`config.mk`:
```
export PLATFORM = sky130hd
export DESIGN_NAME = s2p_frame_ctrl
export DESIGN_NICKNAME = d
export VERILOG_FILES = /design/src/rtl/s2p_frame_ctrl.sv
export SDC_FILE = /design/constraint.sdc
export NUM_CORES = 1
export LEC_CHECK = 0
export ABC_CLOCK_PERIOD_IN_PS = 1200
export BUFFER_PORTS_ARGS = -buffer_cell sky130_fd_sc_hd__buf_4
export CAP_MARGIN = 20
export CORE_MARGIN = 5
export CORE_UTILIZATION = 41
export CTS_BUF_LIST = sky130_fd_sc_hd__clkbuf_4 sky130_fd_sc_hd__clkbuf_8 sky130_fd_sc_hd__clkbuf_16
export CTS_CLUSTER_DIAMETER = 60
export DETAILED_ROUTE_END_ITERATION = 12
export SYNTH_ARGS = -nofsm -noshare
export SYNTH_HDL_FRONTEND = slang
export SYNTH_SLANG_ARGS = --single-unit
```
`constraint.sdc`:
```
create_clock -name clk -period 1.2 [get_ports clk]
set_input_delay 0.06 -clock clk [delete_from_list [all_inputs] [get_ports clk]]
set_output_delay 0.06 -clock clk [all_outputs]
set_load 0.05 [all_outputs]
```
`src/rtl/s2p_frame_ctrl.sv`:
```
// Serial frame controller: start bit, WIDTH data bits, optional even parity, stop bit.
// Optional parity checking is enabled by defining S2P_PARITY_CHECK_EN.
module s2p_frame_ctrl #(
    parameter int WIDTH     = 8,
    parameter bit MSB_FIRST = 1'b0
) (
    input  logic             clk,
    input  logic             rst,
    input  logic             serin,
    input  logic             dout_ready,
    input  logic             clr_err,
    output logic             load,
    output logic             busy,
    output logic [WIDTH-1:0] dout,
    output logic             dout_valid,
    output logic             frame_err,
    output logic             overrun
`ifdef S2P_PARITY_CHECK_EN
    ,
    output logic             parity_err
`endif
);

    localparam int CNT_W = (WIDTH > 2) ? $clog2(WIDTH) : 1;
    localparam logic [CNT_W-1:0] LAST_CNT = CNT_W'(WIDTH - 1);

    typedef enum logic [1:0] {
        ST_IDLE   = 2'd0,
        ST_DATA   = 2'd1,
`ifdef S2P_PARITY_CHECK_EN
        ST_PARITY = 2'd2,
`endif
        ST_STOP   = 2'd3
    } state_t;

    state_t             r_state;
    state_t             w_next_state;
    logic [CNT_W-1:0]   r_bit_cnt;
    logic [WIDTH-1:0]   r_shreg;
    logic [WIDTH-1:0]   r_dout;
    logic               r_dout_valid;
    logic               r_frame_err;
    logic               r_overrun;
    logic               r_load;
    logic               r_busy;

    logic               w_stop_ok;
    logic               w_par_ok;
    logic               w_load_word;
    logic               w_overrun_evt;
    logic               w_frame_err_evt;
    logic               w_accept;

`ifdef S2P_PARITY_CHECK_EN
    logic               r_par_bit;
    logic               r_parity_err;

    function automatic logic even_parity_ok(input logic [WIDTH-1:0] data, input logic pbit);
        return ~((^data) ^ pbit);
    endfunction
`endif

    function automatic logic [WIDTH-1:0] shift_in(input logic [WIDTH-1:0] cur, input logic bit_in);
        if (MSB_FIRST) begin
            return {cur[WIDTH-2:0], bit_in};
        end else begin
            return {bit_in, cur[WIDTH-1:1]};
        end
    endfunction

    // Next-state logic for the frame sequencer
    always_comb begin
        w_next_state = r_state;
        case (r_state)
            ST_IDLE: begin
                if (!serin) begin
                    w_next_state = ST_DATA;
                end else begin
                    w_next_state = ST_IDLE;
                end
            end
            ST_DATA: begin
                if (r_bit_cnt == LAST_CNT) begin
`ifdef S2P_PARITY_CHECK_EN
                    w_next_state = ST_PARITY;
`else
                    w_next_state = ST_STOP;
`endif
                end else begin
                    w_next_state = ST_DATA;
                end
            end
`ifdef S2P_PARITY_CHECK_EN
            ST_PARITY: w_next_state = ST_STOP;
`endif
            ST_STOP:   w_next_state = ST_IDLE;
            default:   w_next_state = ST_IDLE;
        endcase
    end

    // Stop-bit outcome decode: load, overrun, framing error
    always_comb begin
        w_stop_ok = (r_state == ST_STOP) && serin;
`ifdef S2P_PARITY_CHECK_EN
        w_par_ok  = even_parity_ok(r_shreg, r_par_bit);
`else
        w_par_ok  = 1'b1;
`endif
        w_accept        = r_dout_valid && dout_ready;
        w_load_word     = w_stop_ok && w_par_ok && (!r_dout_valid || dout_ready);
        w_overrun_evt   = w_stop_ok && w_par_ok && r_dout_valid && !dout_ready;
        w_frame_err_evt = (r_state == ST_STOP) && !serin;
    end

    // State, counter, shifter and output registers
    always_ff @(posedge clk) begin
        if (!rst) begin
            r_state      <= ST_IDLE;
            r_bit_cnt    <= '0;
            r_shreg      <= '0;
            r_dout       <= '0;
            r_dout_valid <= 1'b0;
            r_frame_err  <= 1'b0;
            r_overrun    <= 1'b0;
            r_load       <= 1'b0;
            r_busy       <= 1'b0;
`ifdef S2P_PARITY_CHECK_EN
            r_par_bit    <= 1'b0;
            r_parity_err <= 1'b0;
`endif
        end else begin
            r_state <= w_next_state;
            r_load  <= (w_next_state == ST_DATA);
            r_busy  <= (w_next_state != ST_IDLE);

            if (r_state == ST_DATA) begin
                r_shreg <= shift_in(r_shreg, serin);
                if (r_bit_cnt != LAST_CNT) begin
                    r_bit_cnt <= r_bit_cnt + CNT_W'(1);
                end else begin
                    r_bit_cnt <= r_bit_cnt;
                end
            end else begin
                r_bit_cnt <= '0;
            end

`ifdef S2P_PARITY_CHECK_EN
            if (r_state == ST_PARITY) begin
                r_par_bit <= serin;
            end else begin
                r_par_bit <= r_par_bit;
            end
            r_parity_err <= w_stop_ok && !w_par_ok;
`endif

            // A good stop on the draining edge reloads instead of clearing
            if (w_load_word) begin
                r_dout       <= r_shreg;
                r_dout_valid <= 1'b1;
            end else if (w_accept) begin
                r_dout_valid <= 1'b0;
            end else begin
                r_dout_valid <= r_dout_valid;
            end

            if (w_overrun_evt) begin
                r_overrun <= 1'b1;
            end else if (clr_err) begin
                r_overrun <= 1'b0;
            end else begin
                r_overrun <= r_overrun;
            end

            r_frame_err <= w_frame_err_evt;
        end
    end

    assign load       = r_load;
    assign busy       = r_busy;
    assign dout       = r_dout;
    assign dout_valid = r_dout_valid;
    assign frame_err  = r_frame_err;
    assign overrun    = r_overrun;
`ifdef S2P_PARITY_CHECK_EN
    assign parity_err = r_parity_err;
`endif

endmodule
```
==> impl_metrics.yaml <==
status:
  status: "finished, final reports clean"
clock_network:
  cts-root-buf: "clkbuf_4"
  cts_hold_buf: 0
  clock-sinks: 26
  cts_buffers: 3
  clk_path_buf_depth: 2
  cts_setup_buffers: 0
  clk_latency_ps: 310
  post_cts_resized: 0
  htreeDepth: 1
  cts_tree: "yes"
  path_clk_slew_ps: 130
timing:
  hold_viol: 0
  max_slew_margin_pct: 79.89
  finalSetupTns_ps: 0
  finClkSkew_ps: 1.719
  rsz0062_at_grt: "false"
  setup_viol_count_final: 0
  fin_crit_ps: 1118
  fmax_ghz: 0.8943
  tightest_slew_ps: 301.6
  timing.final.crit_share_pct: 93.18
  drv_slew: 0
  setup_slack_ps: 81.86
drt:
  drc: 0
  ant_nets: 0
  wirelength_mm: 1.575
  avgViaCountPerCell: 4.573
  dr.pass1.iters: 4
  vias: 686
  wl_per_cell_um: 10.50
  drt_iter0_drc: 16
logic_synthesis:
  postSynthCellCount: 104
  ys_seq_elements: 26
  synth_area_leader_cell: "dfxtp_1"
  synth_top_area_share_pct: 51.87
  syn-cell-area_um2: 1003
  synth-warning-count: 0
  yosysSeqAreaShare_pct: 51.87
  synth.distinct_cells: 22
  synth_area_leaders: "dfxtp_1 (52%), nand2_1 (12%), mux2i_1 (10%), a21boi_0 (6.7%), ha_1 (2.5%)"
  syn_area_per_cell_um2: 9.649
  syn_nets: 111
hold_path:
  hold_class: "input port to register"
floorplan:
  die-area_um2: 3537
  fp-row-count: 18
  core_um2: 2410
  io_pins: 18
  chipWidth_um: 59.47
  die_h_um: 59.47
  initial_core_util_pct: 41.64
placed_design:
  io_buffers: 17
  hpwl_mm: 1.164
  gp_congestion: 0.6593
  dpl_worst_slack_ps: 35.55
worst_setup_path:
  cp_max_fo: 5
  cp.required_ps: 1420
  cpMaxStageDelayCell: "dfxtp_1"
  crit_type: "register to register"
  critical_path_arrival_ps: 1340
  path_cells: "ha_1 -> ha_2 -> mux2i_1 -> nor2_1"
  start_kind: "register"
  endpoint_kind: "register"
  cpPeakStageDelay_ps: 370
power:
  leakagePower_nw: 0.4463
  power_density_nw_per_um2: 1183
  ir_worst_vdd_mv: 0.6522
layout:
  fin_nets: 128
  nFillCells: 242
  post-route-util_pct: 48.81
  final_cell_mix: "nand2_1 (33), dfxtp_1 (23), buf_4 (18)"
  num_antenna_cells: 0
  drive_above_1_share_pct: 25.00
  synthToLayoutAreaGrowth_pct: 17.21
  final_common_cell: "nand2_1"
job:
  drv_cap: 0
global_routing:
  gr-total-overflow: 0
  grt_pass1_vias: 611
  grt_pass1_wl_mm: 2.532
  antenna_found_initial: 0
  grt_max_degree: 32
  grt_usage_pct: 9.524
stage by stage:
stage / hold WS, ps / instances / cell area [um2] / power [mW]
finish: 19.64 / 150 / 1176 / 1.392
detailed placement: 361.2 / 146 / 1135 / 0.9904
global placement: 349.1 / 146 / 1135 / 0.9893
floorplan: 204.9 / 104 / 1005 / 0.9699
CTS: 4.367 / 150 / 1171 / 1.419
global route: 8.599 / 150 / 1176 / 1.465
routing by layer:
| layer | up-vias | GRT usage, % | share of wire [%] | routed length [um] |
|---|---|---|---|---|
| met4 | 0 | 6.796 | 0.95 | 15 |
| met2 | 10 | 14.98 | 47 | 742 |
| met3 | 2 | 1.961 | 5.4 | 85 |
| met5 | - | 0 | 0 | 0 |
| li1 | 369 | - | - | - |
| met1 | 305 | 11.41 | 46 | 730 |
critical path: cells and delay by family, from the launching register on:
kind          cells  cell delay, ps
fa+ha+maj         2             400
flops             1             370
mux               1             200
simple gates      1              50
cell type report:
cell class / instances / area [um2] / area share [%]
inverters: 1 / 3.754 / 0.3191
repair buffers: 18 / 135.1 / 11.49
clock buffers: 4 / 36.28 / 3.085
well taps: 30 / 37.54 / 3.191
flip-flops and latches: 26 / 524.3 / 44.57
multi-input cells: 71 / 439.2 / 37.34
cell families after synthesis:
family,count (synthesis),synth area share [%]
and+or+nand+nor,47,21.70
DFF,26,51.87
AOI/OAI and AO/OA,11,8.479
muxes,10,9.975
buffers and inverters,7,4.613
adders and majority gates,2,2.493
xor gates and xnor gates,1,0.8730
flip-flops by register name (all words and copies together), names as in the netlist:
register and flops:
load 1, r_shreg 8, r_bit_cnt 3, frame_err 1, busy 1, dout 8, overrun 1, r_state 2
dout_valid 1
final timing paths:
check                             from                         to  slack, ps  cells after the start
max          r_bit_cnt[0]$_SDFFE_PN0P_  r_bit_cnt[2]$_SDFFE_PN0P_         80                      4
min                              serin    r_shreg[7]$_SDFFE_PN0N_         20                      3
max reg2reg  r_bit_cnt[0]$_SDFFE_PN0P_  r_bit_cnt[2]$_SDFFE_PN0P_         80                      4
min reg2reg       dout[6]$_SDFFE_PN0P_       dout[6]$_SDFFE_PN0P_        470                      2
synthesized netlist by cell type, drive strengths merged:
library cell,n
inv,1
nor2b,2
nor3b,2
nor2,3
o22ai,1
clkbuf,2
xor2,1
dfxtp,26
mux2i,10
nand3,1
and2b,1
ha,2
buf,4
and3,1
nand2b,2
nand2,33
and4b,1
and2,1
a21boi,10
power breakdown:
group          total (mW)  internal, mW  switching (mW)
Combinational      0.0858        0.0312          0.0546
Clock               0.422         0.185           0.236
Sequential          0.885         0.876         0.00809
Total                1.39          1.09           0.299
(Power assumes the default switching activity.)
